--- config.mk ---
export PLATFORM = sky130hd
export DESIGN_NAME = axis_byte_to_block_flat
export DESIGN_NICKNAME = d
export VERILOG_FILES = /design/src/rtl/aes_uart_pkg.sv /design/src/rtl/my_axis_if.sv /design/src/rtl/axis_byte_to_block.sv /design/src/flat_wrapper.sv
export SDC_FILE = /design/constraint.sdc
export NUM_CORES = 1
export LEC_CHECK = 0
export ABC_CLOCK_PERIOD_IN_PS = 3480
export CAP_MARGIN = 0
export CORE_ASPECT_RATIO = 2
export CORE_MARGIN = 3
export CORE_UTILIZATION = 53
export CTS_BUF_LIST = sky130_fd_sc_hd__clkbuf_8
export DETAILED_ROUTE_END_ITERATION = 12
export GPL_ROUTABILITY_DRIVEN = 0
export MAX_ROUTING_LAYER = met4
export PLACE_DENSITY_LB_ADDON = 0.08
export SYNTH_ARGS = -nofsm -noshare
export SYNTH_HDL_FRONTEND = slang
export SYNTH_SLANG_ARGS = --single-unit
--- constraint.sdc ---
create_clock -name Clk -period 3.48 [get_ports Clk]
set_clock_uncertainty 0.1 [all_clocks]
set_input_delay 0.696 -clock Clk [delete_from_list [all_inputs] [get_ports Clk]]
set_output_delay 0.696 -clock Clk [all_outputs]
set_load 0.1 [all_outputs]
--- src/rtl/aes_uart_pkg.sv ---
// Shared definitions for the UART-to-AES datapath: block geometry and the
// packer's output-slot states.
package aes_uart_pkg;

   localparam int unsigned AES_BLOCK_BYTES = 16;
   localparam int unsigned AES_BLOCK_W     = 128;

   typedef logic [AES_BLOCK_W-1:0] aes_block_t;

   typedef enum logic [1:0] {
      StEmpty,
      StFull,
      StFullPend
   } out_state_e;

endpackage

--- src/rtl/my_axis_if.sv ---
// Minimal AXI4-Stream bundle (tvalid/tready/tdata/tkeep/tlast) with
// master and slave views.
interface my_axis_if #(
   parameter int unsigned DATA_W = 8,
   parameter int unsigned KEEP_W = 1
);
   logic              tvalid;
   logic              tready;
   logic [DATA_W-1:0] tdata;
   logic [KEEP_W-1:0] tkeep;
   logic              tlast;

   modport master (output tvalid, tdata, tkeep, tlast, input tready);
   modport slave  (input tvalid, tdata, tkeep, tlast, output tready);
endinterface

--- src/rtl/axis_byte_to_block.sv ---
// Packs a byte stream into BLOCK_BYTES-wide blocks, first byte in the top lane,
// padding short blocks. One output slot plus one pending block in the accumulator.
module axis_byte_to_block
   import aes_uart_pkg::*;
#(
   parameter int unsigned BLOCK_BYTES = AES_BLOCK_BYTES,
   parameter logic [7:0]  PAD_BYTE    = 8'h00
) (
   input  logic                         Clk,
   input  logic                         RstN,
   my_axis_if.slave                     s_axis,
   my_axis_if.master                    m_axis,
   output logic [$clog2(BLOCK_BYTES):0] StatusCount,
   output logic                         StatusPadded
);

   localparam int unsigned CW = $clog2(BLOCK_BYTES) + 1;
   localparam int unsigned DW = 8 * BLOCK_BYTES;
   localparam logic [CW-1:0] FULL_CNT = CW'(BLOCK_BYTES);

   out_state_e              r_state, w_state_next;
   logic [DW-1:0]           r_acc_data, w_blk_data, r_out_data;
   logic [BLOCK_BYTES-1:0]  r_acc_keep, w_blk_keep, r_out_keep;
   logic [CW-1:0]           r_count, w_cnt_next;
   logic                    r_pend_last, r_out_last, r_padded;
   logic                    w_accept, w_store, w_complete, w_drain;
   logic                    w_load_new, w_load_pend, w_hold;

   assign s_axis.tready = (r_state != StFullPend);
   assign m_axis.tvalid = (r_state != StEmpty);
   assign m_axis.tdata  = r_out_data;
   assign m_axis.tkeep  = r_out_keep;
   assign m_axis.tlast  = r_out_last;
   assign StatusCount   = r_count;
   assign StatusPadded  = r_padded;

   assign w_accept    = s_axis.tvalid && s_axis.tready;
   assign w_store     = w_accept && s_axis.tkeep[0];
   assign w_cnt_next  = r_count + CW'(w_store);
   assign w_complete  = w_accept &&
                        ((w_cnt_next == FULL_CNT) || (s_axis.tlast && (w_cnt_next != '0)));
   assign w_drain     = m_axis.tvalid && m_axis.tready;
   assign w_load_new  = w_complete && ((r_state == StEmpty) || w_drain);
   assign w_load_pend = (r_state == StFullPend) && w_drain;
   assign w_hold      = w_complete && !w_load_new;

   // Block as it would look if committed this cycle: new byte inserted, empty lanes padded.
   always_comb begin
      w_blk_data = r_acc_data;
      w_blk_keep = r_acc_keep;
      for (int i = 0; i < int'(BLOCK_BYTES); i++) begin
         if (w_store && (i == int'(BLOCK_BYTES) - 1 - int'(r_count))) begin
            w_blk_data[8*i +: 8] = s_axis.tdata;
            w_blk_keep[i]        = 1'b1;
         end
         if (!w_blk_keep[i]) w_blk_data[8*i +: 8] = PAD_BYTE;
      end
   end

   always_comb begin
      w_state_next = r_state;
      case (r_state)
         StEmpty:    if (w_complete) w_state_next = StFull;
         StFull: begin
            if (w_drain)         w_state_next = w_complete ? StFull : StEmpty;
            else if (w_complete) w_state_next = StFullPend;
         end
         StFullPend: if (w_drain) w_state_next = StFull;
         default:    w_state_next = StEmpty;
      endcase
   end

   always_ff @(posedge Clk or negedge RstN) begin
      if (!RstN) r_state <= StEmpty;
      else       r_state <= w_state_next;
   end

   // A held block stays in the accumulator with its count until the slot frees.
   always_ff @(posedge Clk or negedge RstN) begin
      if (!RstN) begin
         r_acc_data  <= '0;
         r_acc_keep  <= '0;
         r_count     <= '0;
         r_pend_last <= 1'b0;
         r_padded    <= 1'b0;
      end else begin
         if (w_load_pend || w_load_new) begin
            r_acc_keep <= '0;
            r_count    <= '0;
         end else if (w_accept) begin
            r_acc_data <= w_blk_data;
            r_acc_keep <= w_blk_keep;
            r_count    <= w_cnt_next;
         end
         if (w_hold) r_pend_last <= s_axis.tlast;
         r_padded <= w_complete && (w_cnt_next != FULL_CNT);
      end
   end

   always_ff @(posedge Clk or negedge RstN) begin
      if (!RstN) begin
         r_out_data <= '0;
         r_out_keep <= '0;
         r_out_last <= 1'b0;
      end else if (w_load_pend) begin
         r_out_data <= r_acc_data;
         r_out_keep <= r_acc_keep;
         r_out_last <= r_pend_last;
      end else if (w_load_new) begin
         r_out_data <= w_blk_data;
         r_out_keep <= w_blk_keep;
         r_out_last <= s_axis.tlast;
      end
   end

endmodule

--- src/flat_wrapper.sv ---
// flat-port wrapper written by rule: the top's interface ports become plain ports
module axis_byte_to_block_flat import aes_uart_pkg::*;
#(
   parameter int unsigned BLOCK_BYTES = AES_BLOCK_BYTES,
   parameter logic [7:0]  PAD_BYTE    = 8'h00
)
  (Clk, RstN, StatusCount, StatusPadded, s_axis_tvalid, s_axis_tdata, s_axis_tkeep, s_axis_tlast, s_axis_tready, m_axis_tvalid, m_axis_tdata, m_axis_tkeep, m_axis_tlast, m_axis_tready);
  my_axis_if #(.DATA_W(8), .KEEP_W(1)) s_axis_i ();
  my_axis_if #(.DATA_W(128), .KEEP_W(16)) m_axis_i ();
  input  logic Clk;
  input  logic RstN;
  output logic [$clog2(BLOCK_BYTES):0] StatusCount;
  output logic StatusPadded;
  input wire logic [$bits(s_axis_i.tvalid)-1:0] s_axis_tvalid;
  input wire logic [$bits(s_axis_i.tdata)-1:0] s_axis_tdata;
  input wire logic [$bits(s_axis_i.tkeep)-1:0] s_axis_tkeep;
  input wire logic [$bits(s_axis_i.tlast)-1:0] s_axis_tlast;
  output wire logic [$bits(s_axis_i.tready)-1:0] s_axis_tready;
  output wire logic [$bits(m_axis_i.tvalid)-1:0] m_axis_tvalid;
  output wire logic [$bits(m_axis_i.tdata)-1:0] m_axis_tdata;
  output wire logic [$bits(m_axis_i.tkeep)-1:0] m_axis_tkeep;
  output wire logic [$bits(m_axis_i.tlast)-1:0] m_axis_tlast;
  input wire logic [$bits(m_axis_i.tready)-1:0] m_axis_tready;
  assign s_axis_i.tvalid = s_axis_tvalid;
  assign s_axis_i.tdata = s_axis_tdata;
  assign s_axis_i.tkeep = s_axis_tkeep;
  assign s_axis_i.tlast = s_axis_tlast;
  assign s_axis_tready = s_axis_i.tready;
  assign m_axis_tvalid = m_axis_i.tvalid;
  assign m_axis_tdata = m_axis_i.tdata;
  assign m_axis_tkeep = m_axis_i.tkeep;
  assign m_axis_tlast = m_axis_i.tlast;
  assign m_axis_i.tready = m_axis_tready;
  axis_byte_to_block #(.BLOCK_BYTES(BLOCK_BYTES), .PAD_BYTE(PAD_BYTE)) u_core (.Clk(Clk), .RstN(RstN), .s_axis(s_axis_i), .m_axis(m_axis_i), .StatusCount(StatusCount), .StatusPadded(StatusPadded));
endmodule
==> impl_metrics.toml, run 1 <==
[die]
die_w_um = 128
die_h_um = 249
die_area_um2 = 31800
core_um2 = 29000
initial_core_util = 0.541
ios = 167
rows = 88

[layout]
fin_nets = 1667
multi_input_area_um2 = 7370
seqCellArea_um2 = 7460
area_growth_pct = 18.7
layout_commonest_cell = "dfrtp_1"
fillers = 2462
final_cell_mix = "297 x dfrtp_1, 217 x buf_4, 146 x nor2_1"
final_util = 0.643
drive_gt1_frac = 0.200

[cts]
cts_root_buf = "clkbuf_8"
ctsResizeCount = 0
post_cts_buffers = 0
cts.sinks = 298
cts_tree = "yes"
numCtsBuffers = 43
clk_pin_slew_worst_paths_ns = 0.07
clockBufferDepth = 3
htree_num_levels = 2
clk_latency_ns = 0.59
hold_buffers = 0

[routing]
ant_nets = 0
via_count = 12900
drt-total-wl_um = 46300
vias_per_cell = 6.29
wl_per_cell_um = 22.6
first_pass_iters = 5
drtIter0Drc = 857
drcViolationCount = 0

[sta]
slew_headroom = 0.359
setup_violations = 0
fmax_mhz = 298
setup_tns_ns = 0
slew_viol_final = 0
post-route-min-period_ns = 3.35
whs_ns = 0.0108
rsz0062_at_grt = "false"
tightest_slew_ns = 0.958
hold_violations = 0
post-route-period-util = 0.963

[global_routing]
grt_first_pass_wirelength_um = 73600
overflow = 0
grt_usage = 0.297
antenna_found_initial = 1
grt_pass1_vias = 13100
grt_max_degree = 93

[logic_synthesis]
synth.largest_area_cell = "dfrtp_1"
yosys_warnings = 0
ys.flop_type = "dfrtp_1"
syn_avg_cell_area_um2 = 10.3
synthArstFlopShare = 1.00
ys_top_cells_by_area = "dfrtp_1 48%, mux2i_1 8.9%, mux2_1 8.9%"
ys_ff_latch = 298
yosysSeqAreaShare = 0.476
synth_nets = 1541
synth_top_area_share = 0.476
synth-edff-count = 0
syn_inst = 1525
synth_cell_types = 42
netlist_area_um2 = 15700

[power]
p_seq_frac = 0.291
p_leak_nw = 9.75
pwr-share-comb = 0.534
p_sw_frac = 0.542
p_int_mw = 7.62
vdd_ir_drop_max_mv = 0.868
powerDensity_nw_per_um2 = 894
p_clk_frac = 0.175
p_sw_mw = 9.02

[setup_path]
arrival_ns = 3.72
cp-start-kind = "flop"
critical_path_class = "flop to flop"
crit_fanout = 7
cp.required_ns = 3.85
critPathCaptureType = "flop"

[min_path]
hp-class = "input pin to async pin"

[run]
maxCapViolations = 0

[placed_design]
port_buffers = 166
dpl.hpwl_um = 28600

[status]
status = "finished, final reports clean"
-- synth_stat cells, types with 2 or more instances --
master / n
buf_1: 35
o211ai_1: 129
dfrtp_1: 298
nor2b_1: 19
ha_1: 2
nand3_1: 5
a21oi_1: 5
o31ai_1: 129
inv_1: 24
nor4bb_1: 2
buf_6: 12
nand2_1: 136
mux2i_1: 140
o2111ai_1: 3
xor2_1: 4
buf_4: 4
nand2b_1: 5
nor2_1: 146
clkbuf_1: 93
and3_1: 3
mux2_1: 124
a31oi_1: 128
buf_2: 35
mux2_2: 9
and2_1: 2
nand4_1: 17
-- through the flow --
step	worst slack, ns	instance area, um^2	total power, mW	cells
floorplan	0.0528	15700	11.4	1525
global placement	-0.281	17700	13.7	1966
detailed placement	-0.347	17700	13.8	1966
CTS	0.149	18600	16.7	2043
global route	0.0105	18600	17.2	2044
finish	0.129	18600	16.6	2044
-- area by class of cell --
cell class,count,share of cell area
Inverter,24,0.00484
Tap cell,360,0.0242
Clock buffer,57,0.0422
Antenna cell,1,0.000134
Clock inverter,20,0.00518
Sequential cell,298,0.401
Timing Repair Buffer,260,0.127
Multi-Input combinational cell,1024,0.396
-- logic make-up after synthesis --
group / Yosys count / share of synthesized area
AO/OA/AOI/OAI: 402 / 0.185
XOR/XNOR: 5 / 0.00279
adder cells (fa/ha/maj): 2 / 0.00160
buffers and inverters: 203 / 0.0581
flip-flops: 298 / 0.476
multiplexers: 273 / 0.185
AND/OR/NAND/NOR: 342 / 0.0923
-- sequential cells by signal (all words and copies together) (netlist names) --
name	cells
u_core.r_state	2
u_core.m_axis.tlast	1
u_core.r_acc_data	128
u_core.StatusCount	5
u_core.r_acc_keep	16
u_core.m_axis.tkeep	16
u_core.StatusPadded	1
u_core.m_axis.tdata	128
u_core.r_pend_last	1
-- power by group through the flow --
stage               clock network, mW  registers [mW]  logic, mW
floorplan                           0            9.28       2.16
global placement                    0            4.88       8.86
detailed placement                  0            4.90       8.89
CTS                              2.97            4.84       8.91
global route                     3.11            4.91       9.20
finish                           2.91            4.84       8.88
-- per-layer routing --
layer  global-route usage  share of wire
met1                0.365           0.40
met2                0.489           0.50
met3               0.0318          0.042
met4                0.141          0.054
met5                    -              0
-- critical path, stage by stage, from the launching register on --
cell	delay, ns
dfrtp_1	0.44
nand2b_1	0.19
and3_1	0.21
ha_1	0.20
ha_1	0.29
or2_1	0.26
a2111oi_4	0.30
a21oi_4	0.13
o31ai_4	0.32
buf_4	0.26
buf_4	0.20
mux2_1	0.34
-- worst paths after layout --
| path | cells past startpoint | start | to | slack (ns) |
|---|---|---|---|---|
| worst max-delay path | 11 | u_core.r_state[0] | u_core.r_acc_data[81] | 0.13 |
| min in group Clk | 1 | u_core.r_pend_last | u_core.r_pend_last | 0.41 |
| worst max register to register | 11 | u_core.r_state[0] | u_core.r_acc_data[81] | 0.13 |
| worst min register to register | 1 | u_core.r_pend_last | u_core.r_pend_last | 0.41 |
| max in group asynchronous | 2 | RstN | u_core.r_acc_data[92] | 2.43 |
| worst min-delay path | 1 | RstN | u_core.r_acc_data[39] | 0.01 |
Power figures use the tool's default switching activity.
==> inputs of run 2 (changes only) <==
ABC_CLOCK_PERIOD_IN_PS = 3800   (was 3480)
TNS_END_PERCENT = 10   (was unset)
clock period = 3.8 ns   (was 3.48 ns; I/O delays follow)
==> run 2 against run 1 <==
- setup slack improved by 0.22 ns
- total power decreased by 6.6%
- die area unchanged
- sequential power decreased by 8.7%
- sequential share of layout area decreased by 0.47 points
- flip-flop and latch count unchanged
- global-route usage decreased by 0.28 points
- critical endpoint is now u_core.r_acc_data[44]
==> impl_metrics.toml, run 2 (same netlist as run 1, synthesis figures left out) <==
[cts]
clk_latency_ns = 0.57
cts_root_buf = "clkbuf_8"
post_cts_buffers = 0
cts_tree = "yes"
clk_pin_slew_worst_paths_ns = 0.06
ctsResizeCount = 0
cts.sinks = 298
clockBufferDepth = 3
numCtsBuffers = 43
hold_buffers = 0
htree_num_levels = 2

[routing]
wl_per_cell_um = 22.5
wl_met3_um = 2070
first_pass_iters = 5
ant_nets = 0
wl_met1_um = 18600
via_count = 12800
wl_met2_um = 23100
drtIter0Drc = 959
drcViolationCount = 0
top_layer_used = "met4"
drt-total-wl_um = 45600
vias_per_cell = 6.33

[layout]
final_cell_mix = "298 x dfrtp_1, 160 x clkdlybuf4s50_1, 146 x nor2_1"
fillers = 2389
fin_nets = 1651
drive_gt1_frac = 0.0964
area_growth_pct = 20.1
layout_commonest_cell = "dfrtp_1"
final_util = 0.650
seqCellArea_um2 = 7460
multi_input_area_um2 = 7370
final_area_um2 = 18800

[setup_path]
arrival_ns = 3.80
cp.required_ns = 4.15
cp-start-kind = "input pin"
critical_path_class = "input pin to flop"
crit_fanout = 21
critPathCaptureType = "flop"
r2r-start = "u_core.r_state[0]"
r2r_cells = 11
reg2reg_to = "u_core.r_acc_data[44]"
rrSetupSlack_ns = 0.35

[global_routing]
grt_max_degree = 119
grt_first_pass_wirelength_um = 73300
grt_usage = 0.294
grt_pass1_vias = 13100
overflow = 0
antenna_found_initial = 1

[sta]
slew_headroom = 0.327
slew_viol_final = 0
post-route-min-period_ns = 3.45
setup_violations = 0
setup_slack_ns = 0.346
rsz0062_at_grt = "false"
fmax_mhz = 289
post-route-period-util = 0.909
whs_ns = 0.0996
hold_violations = 0
setup_tns_ns = 0
tightest_slew_ns = 1.01

[placed_design]
dpl.hpwl_um = 27400
postPlaceCellArea_um2 = 17900
port_buffers = 166
pre_cts_ws_ns = -0.211

[die]
core_um2 = 29000
initial_core_util = 0.541
die_w_um = 128
ios = 167
die_area_um2 = 31800
die_h_um = 249
rows = 88

[power]
powerDensity_nw_per_um2 = 826
vdd_ir_drop_max_mv = 0.767
p_leak_nw = 9.40

[status]
status = "finished, final reports clean"

[run]
maxCapViolations = 0

[min_path]
hp-class = "input pin to async pin"
==> run 2: cell count changes in the layout (fill, tap and decap cells not counted), sizes merged <==
cell | before | now
clkinv | 10 | 0
clkbuf | 57 | 52
clkdlybuf4s50 | 13 | 160
clkinvlp | 1 | 0
buf | 247 | 84
bufinv | 0 | 4
inv | 33 | 38
==> run 2: routing by layer <==
layer / track usage / vias to the layer above
li1: - / 5815
met1: 0.368 / 6467
met2: 0.488 / 415
met3: 0.0361 / 104
met4: 0.114 / 0
met5: - / -
==> run 2: how the worst max path moves through the flow <==
stage | from | endpoint | cells after the start
floorplan | s_axis_tvalid | u_core.r_acc_data[100] | 11
global placement | s_axis_tvalid | u_core.r_acc_data[78] | 11
detailed placement | s_axis_tvalid | u_core.r_acc_data[50] | 11
CTS | u_core.r_state[0] | u_core.r_acc_data[44] | 11
global route | u_core.r_state[0] | u_core.r_acc_data[44] | 11
finish | s_axis_tvalid | u_core.r_acc_data[44] | 11
==> run 2: worst max-delay path, stage by stage <==
cell and delay (ns):
clkdlybuf4s50_1 0.42, and3_1 0.19, ha_1 0.20, ha_1 0.29, or2_1 0.26, a2111oi_4 0.44
a21oi_4 0.14, o31ai_4 0.30, buf_4 0.25, buf_12 0.20, mux2_1 0.34
==> run 2: area by class of cell <==
type / instances / share of cell area
Clock inverter: 18 / 0.00917
Inverter: 24 / 0.00479
Clock buffer: 52 / 0.0380
Antenna cell: 1 / 0.000133
Tap cell: 360 / 0.0239
Timing Repair Buffer: 244 / 0.136
Sequential cell: 298 / 0.396
Multi-Input combinational cell: 1024 / 0.392
==> run 2: per-stage QoR <==
stage / std cells / power (mW)
after CTS: 2020 / 15.6
after global placement: 1950 / 12.8
after floorplan: 1525 / 10.5
after detailed placement: 1950 / 12.9
after global routing: 2021 / 16.1
final: 2021 / 15.5
==> run 2: report_power, final <==
| group | total [mW] | switching (mW) | internal (mW) |
|---|---|---|---|
| clock | 2.74 | 1.25 | 1.50 |
| combinational | 8.38 | 6.37 | 2.01 |
| sequential | 4.42 | 0.570 | 3.85 |
| total | 15.5 | 8.19 | 7.36 |
==> inputs of run 3 (changes only) <==
SETUP_SLACK_MARGIN = 0.05   (was unset)
SLEW_MARGIN = 10   (was unset)
==> results of run 3 <==
No change in the layout: final DEF, timing and power equal those of run 2.
